==> src/rtl/float_sign_pipe.sv <==
// Pipelined IEEE-754 sign unit: abs / negate / copysign / negative-abs with
// optional sNaN quieting, result classification and valid/ready flow control.
module float_sign_pipe #(
    parameter int EXP_W     = 11,
    parameter int MAN_W     = 52,
    parameter int LATENCY   = 2,
    parameter int QUIET_NAN = 1,
    localparam int W        = 1 + EXP_W + MAN_W
) (
    input  logic         clk,
    input  logic         rst_n,
    input  logic [W-1:0] in_a,
    input  logic [W-1:0] in_b,
    input  logic [1:0]   in_op,
    input  logic         in_valid,
    output logic         in_ready,
    output logic [W-1:0] out_z,
    output logic         out_nan,
    output logic         out_inf,
    output logic         out_zero,
    output logic         out_invalid,
    output logic         out_valid,
    input  logic         out_ready
);

    localparam logic [MAN_W-1:0] MAN_MSB = MAN_W'(1) << (MAN_W - 1);

    typedef enum logic [1:0] {
        OP_ABS  = 2'b00,
        OP_NEG  = 2'b01,
        OP_COPY = 2'b10,
        OP_NABS = 2'b11
    } op_t;

    logic [EXP_W-1:0] a_exp;
    logic [MAN_W-1:0] a_man;
    logic [MAN_W-1:0] res_man;
    logic             res_sign;
    logic             exp_ones, exp_zero, man_zero;
    logic             c_nan, c_inf, c_zero, c_invalid;
    logic [W-1:0]     c_z;
    logic             advance;
    logic             unused_ok;

    assign a_exp     = in_a[W-2 -: EXP_W];
    assign a_man     = in_a[MAN_W-1:0];
    assign unused_ok = ^in_b[W-2:0];

    always_comb begin
        res_sign = 1'b0;
        case (op_t'(in_op))
            OP_ABS:  res_sign = 1'b0;
            OP_NEG:  res_sign = ~in_a[W-1];
            OP_COPY: res_sign = in_b[W-1];
            OP_NABS: res_sign = 1'b1;
            default: res_sign = 1'b0;
        endcase
    end

    assign exp_ones  = &a_exp;
    assign exp_zero  = ~|a_exp;
    assign man_zero  = ~|a_man;
    assign c_nan     = exp_ones & ~man_zero;
    assign c_inf     = exp_ones & man_zero;
    assign c_zero    = exp_zero & man_zero;
    // A NaN whose mantissa MSB is clear is signalling; quieting keeps it a NaN.
    assign c_invalid = (QUIET_NAN != 0) && c_nan && !a_man[MAN_W-1];
    assign res_man   = c_invalid ? (a_man | MAN_MSB) : a_man;
    assign c_z       = {res_sign, a_exp, res_man};

    logic [W-1:0]       st_z [LATENCY];
    logic [LATENCY-1:0] st_valid, st_nan, st_inf, st_zero, st_inv;

    assign advance  = ~out_valid | out_ready;
    assign in_ready = advance;

    always_ff @(posedge clk or negedge rst_n) begin
        if (!rst_n) begin
            st_valid <= '0;
            st_nan   <= '0;
            st_inf   <= '0;
            st_zero  <= '0;
            st_inv   <= '0;
            for (int i = 0; i < LATENCY; i++) st_z[i] <= '0;
        end else if (advance) begin
            st_valid[0] <= in_valid;
            st_z[0]     <= c_z;
            st_nan[0]   <= c_nan;
            st_inf[0]   <= c_inf;
            st_zero[0]  <= c_zero;
            st_inv[0]   <= c_invalid;
            for (int i = 1; i < LATENCY; i++) begin
                st_valid[i] <= st_valid[i-1];
                st_z[i]     <= st_z[i-1];
                st_nan[i]   <= st_nan[i-1];
                st_inf[i]   <= st_inf[i-1];
                st_zero[i]  <= st_zero[i-1];
                st_inv[i]   <= st_inv[i-1];
            end
        end
    end

    assign out_valid   = st_valid[LATENCY-1];
    assign out_z       = st_z[LATENCY-1];
    assign out_nan     = st_nan[LATENCY-1];
    assign out_inf     = st_inf[LATENCY-1];
    assign out_zero    = st_zero[LATENCY-1];
    assign out_invalid = st_inv[LATENCY-1];

endmodule

==> config.mk <==
export PLATFORM = sky130hd
export DESIGN_NAME = float_sign_pipe
export DESIGN_NICKNAME = d
export VERILOG_FILES = /design/src/rtl/float_sign_pipe.sv
export SDC_FILE = /design/constraint.sdc
export NUM_CORES = 1
export LEC_CHECK = 0
export ABC_CLOCK_PERIOD_IN_PS = 2300
export CORE_UTILIZATION = 30
export DETAILED_ROUTE_END_ITERATION = 10
export DONT_BUFFER_PORTS = 1
export SYNTH_ARGS = -nofsm -noshare
export SYNTH_HDL_FRONTEND = slang
export SYNTH_SLANG_ARGS = --single-unit
==> constraint.sdc <==
create_clock -name clk -period 2.3 [get_ports clk]
set_input_delay 0.69 -clock clk [delete_from_list [all_inputs] [get_ports clk]]
set_output_delay 0.69 -clock clk [all_outputs]
set_load 0.01 [all_outputs]
* Yosys cells after proc, flatten, opt, wreduce, memory -nomap -nowiden
Index checks and enable logic that the tools add are counted.
** Storage, ports and cells
- Register bits :: 138
- Logic and storage cells :: 26
- Output and inout port bits :: 70
** Operators by class
- Eq/ne operators :: 3
- Mux-type cells :: 2
- Bitwise gates (word level) :: 6
- Reductions and logical operators :: 8
** Operators with widths (count)
- $mux W52 :: 1
- $reduce_or A52 Y1 :: 1
- $reduce_and A11 Y1 :: 1
- $reduce_or A11 Y1 :: 1
- $eq A2 B2 Y1 const B :: 2
- $pmux W1 S4 :: 1
- $and A1 B1 Y1 :: 3
- $logic_not A1 Y1 :: 3
- $eq A2 B1 Y1 const B :: 1
- $logic_not A2 Y1 :: 1
- $not A1 Y1 :: 2
- $logic_and A1 B1 Y1 :: 1
- $or A1 B1 Y1 :: 1

* Longest topological paths before layout
- Word-level depth :: 4
- Gate-level depth with buffers :: 7
- Mapped depth without buffers :: 5

* Least setup slack after synthesis
No wires, ideal clock.
- Path type :: input to output
- Start :: in out_ready
- End :: out in_ready
- Data arrival time :: 1.204 ns
- Stages on the path :: 4
- Buffers on the path :: 2
- Path slack :: 0.406 ns
- Cells stage by stage :: nor2b_1 -> buf_6 -> clkinv_4 -> clkbuf_1
** On the way
- Word-level cells in the longest chain between the ends :: 1
** Ends and longest elaborated chain
- start: declaration :: line 23 : input logic out_ready
- $or A1 B1 Y1 :: line 74 : assign advance = ~out_valid | out_ready;
- end: declaration :: line 16 : output logic in_ready,
Every way passes these cells.

* Final worst setup path
- Start :: reg st_valid[1]
- End :: out in_ready
** On the way
- Word-level cells in the longest chain between the ends :: 2
** Ends and longest elaborated chain
- start: declaration :: line 72 : logic [LATENCY-1:0] st_valid, st_nan, st_inf, st_zero, st_inv;
- start signal: indexed assignment :: line 93 : st_valid[i] <= st_valid[i-1];
- $not A1 Y1 :: line 74
- $or A1 B1 Y1 :: line 74
Every way passes these cells.

==> results.py <==
metrics = {
    "run_status": {
        "outcome": "complete, but fails checks",
        "violations": "negative hold slack",
    },
    "worst_setup_path": {
        "critical-path-top-delay-family": "flip-flops",
        "cp_num_buf_inv": 1,
        "cp_slowest_cell": "dfrtp_1",
        "crit-reg2reg-launch": "st_valid[1]",
        "crit_start": "st_valid[1]",
        "crit_end": "in_ready",
        "r2r-end": "st_z[80]",
        "cpPeakStageDelay_ps": 420,
        "setup.worst_path.class": "flop to output pin",
        "cp.required_ps": 1610,
        "cp_max_fo": 17,
        "crit_path_cell_trace": "nor2b_4 > clkinv_4",
        "cp.arrival_ps": 1270,
        "worstSetupStartpointType": "flop",
        "reg2reg_depth": 5,
        "critPathCaptureType": "output pin",
        "ff2ff_setup_slack_ps": 610,
        "cp.depth": 2,
    },
    "drt": {
        "routedWlPerCell_um": 14.00,
        "dr.pass1.iters": 4,
        "dr_total_vias": 3773,
        "drtIter0Drc": 204,
        "route.detailed.drc": 0,
        "vias_per_cell": 4.327,
        "wirelength_um": 12210,
        "ant_nets": 0,
    },
    "timing": {
        "min_period_over_period": 0.8510,
        "slew_headroom": 0.5357,
        "min_period_ps": 1957,
        "hold_viol_final": 53,
        "rsz0062_at_grt": "false",
        "fin_hold_ws_ps": -23.66,
        "worstMarginPinSlew_ps": 696.4,
        "finalMaxSlewViolations": 0,
        "setup_viol": 0,
        "finClkSkew_ps": 7.791,
        "timing.fmax_mhz": 510.9,
    },
    "synthesis": {
        "synth.distinct_cells": 23,
        "ys_ff_latch": 138,
        "synth_warnings": 0,
        "yosys-top-cells-area": "dfrtp_1 (59%), nand2_1 (26%), buf_4 (8.3%)",
        "syn_area_per_cell_um2": 8.710,
        "netlist_instances": 668,
        "syn_area_um2": 5818,
        "synth_area_leader_cell": "dfrtp_1",
        "seq_area_frac_synth": 0.5935,
        "synth_top_area_share": 0.5935,
        "synth_nets": 802,
    },
    "clock_tree": {
        "clk_latency_ps": 410,
        "cts_resized": 0,
        "cts_sinks": 138,
        "post-cts-setup-buffers": 0,
        "htreeDepth": 4,
        "clk_pin_slew_ps": 60,
        "cts_made_buffers": 17,
        "cts_tree": "yes",
        "cts_buffer_depth": 2,
        "cts-root-buf": "clkbuf_16",
    },
    "power": {
        "power_mw": 6.701,
        "cellLeakagePower_nw": 3.236,
        "power_density_nw_per_um2": 1070,
        "max-vdd-ir-drop_v": 0.0004823,
    },
    "cells_and_area": {
        "drive_gt1_frac": 0.07190,
        "design_area_um2": 6262,
        "post-route-util": 0.3326,
        "syn_to_final_growth_pct": 7.634,
        "fin_nets": 733,
        "final_cell_mix": "nand2_1 (397), dfrtp_1 (138), clkbuf_16 (17), nor4_1 (15)",
        "n_antenna_cell": 0,
        "layout_commonest_cell": "nand2_1",
        "fill_cells": 1993,
    },
    "die": {
        "design.portCount": 204,
        "die_h_um": 141.3,
        "start_util": 0.3090,
        "core_area_um2": 18830,
        "dieArea_um2": 19950,
        "die_w_um": 141.3,
        "num_rows": 50,
    },
    "hold_path": {
        "hp-class": "primary input to async pin",
    },
    "global_route": {
        "grt_overflow": 0,
        "grt_pass1_vias": 3822,
        "grt_max_degree": 140,
        "antenna_found_initial": 0,
        "track_usage": 0.1301,
        "grt_pass1_wl_um": 19950,
    },
    "run": {
        "drv_cap": 0,
    },
    "placed_design": {
        "dpl_cell_area_um2": 5604,
        "gp_congestion": 0.7233,
        "port_buffers": 0,
        "hpwl_um": 7752,
    },
}
power breakdown:
part / internal, mW / switching (mW) / total (mW)
registers: 2.79 / 0.338 / 3.13
clock network: 1.96 / 1.08 / 3.04
logic: 0.185 / 0.348 / 0.532
cells by family (layout without fill, tap and decap cells):
| kind of cell | count (synthesis) | after routing | share of synthesized area |
|---|---|---|---|
| flops | 138 | 138 | 0.5935 |
| buf+inv | 95 | 39 | 0.1054 |
| compound gates | 7 | 7 | 0.009247 |
| simple gates | 428 | 428 | 0.2918 |
sequential cells by signal (all words and copies together) (netlist names):
register / count
out_z: 64
st_valid: 2
st_zero: 2
st_inf: 2
st_inv: 2
st_z: 64
st_nan: 2
per-layer routing:
| metal | wire, µm | up-vias | global-route usage |
|---|---|---|---|
| li1 | - | 1863 | - |
| met3 | 777 | 13 | 0.04286 |
| met2 | 5519 | 106 | 0.1972 |
| met5 | 0 | - | 0 |
| met1 | 5727 | 1791 | 0.1680 |
| met4 | 184 | 0 | 0.06064 |
how the worst min path moves through the flow:
stage	to	cells past startpoint	slack, ps	startpoint
4_1_cts	st_z[65]	0	-50	rst_n
6_report	st_z[125]	0	-20	rst_n
3_5_place_dp	st_z[125]	0	400	rst_n
2_1_floorplan	out_z[0]	0	390	rst_n
5_1_grt	st_z[125]	0	-50	rst_n
3_3_place_gp	st_z[125]	0	400	rst_n
cell type report:
type                    count  area [µm²]  area share
inverters                   1       8.758    0.001399
multi-input cells         435        1759      0.2809
well taps                 260       325.3     0.05195
clock inverters            14       219.0     0.03497
flip-flops and latches    138        3453      0.5514
repair buffers              6       57.56    0.009191
clock buffers              18       439.2     0.07013
Yosys cell counts (all sizes together):
| library cell | number |
|---|---|
| o31ai | 1 |
| or4 | 3 |
| clkinv | 1 |
| clkbuf | 20 |
| nand3 | 1 |
| nand2b | 1 |
| buf | 74 |
| nor2 | 3 |
| a32o | 1 |
| nor4 | 16 |
| o22ai | 2 |
| a22o | 1 |
| o21ai | 2 |
| nor2b | 2 |
| nand4 | 4 |
| nand2 | 398 |
| dfrtp | 138 |
metrics by stage:
| step | setup TNS, ps | cells | setup slack (ps) |
|---|---|---|---|
| 2_1_floorplan | 0 | 668 | 406.0 |
| 3_3_place_gp | -44.49 | 840 | -29.95 |
| 3_5_place_dp | 0 | 840 | 35.45 |
| 4_1_cts | 0 | 872 | 293.9 |
| 5_1_grt | 0 | 872 | 269.8 |
| 6_report | 0 | 872 | 342.7 |
Power figures use the tool's default switching activity.
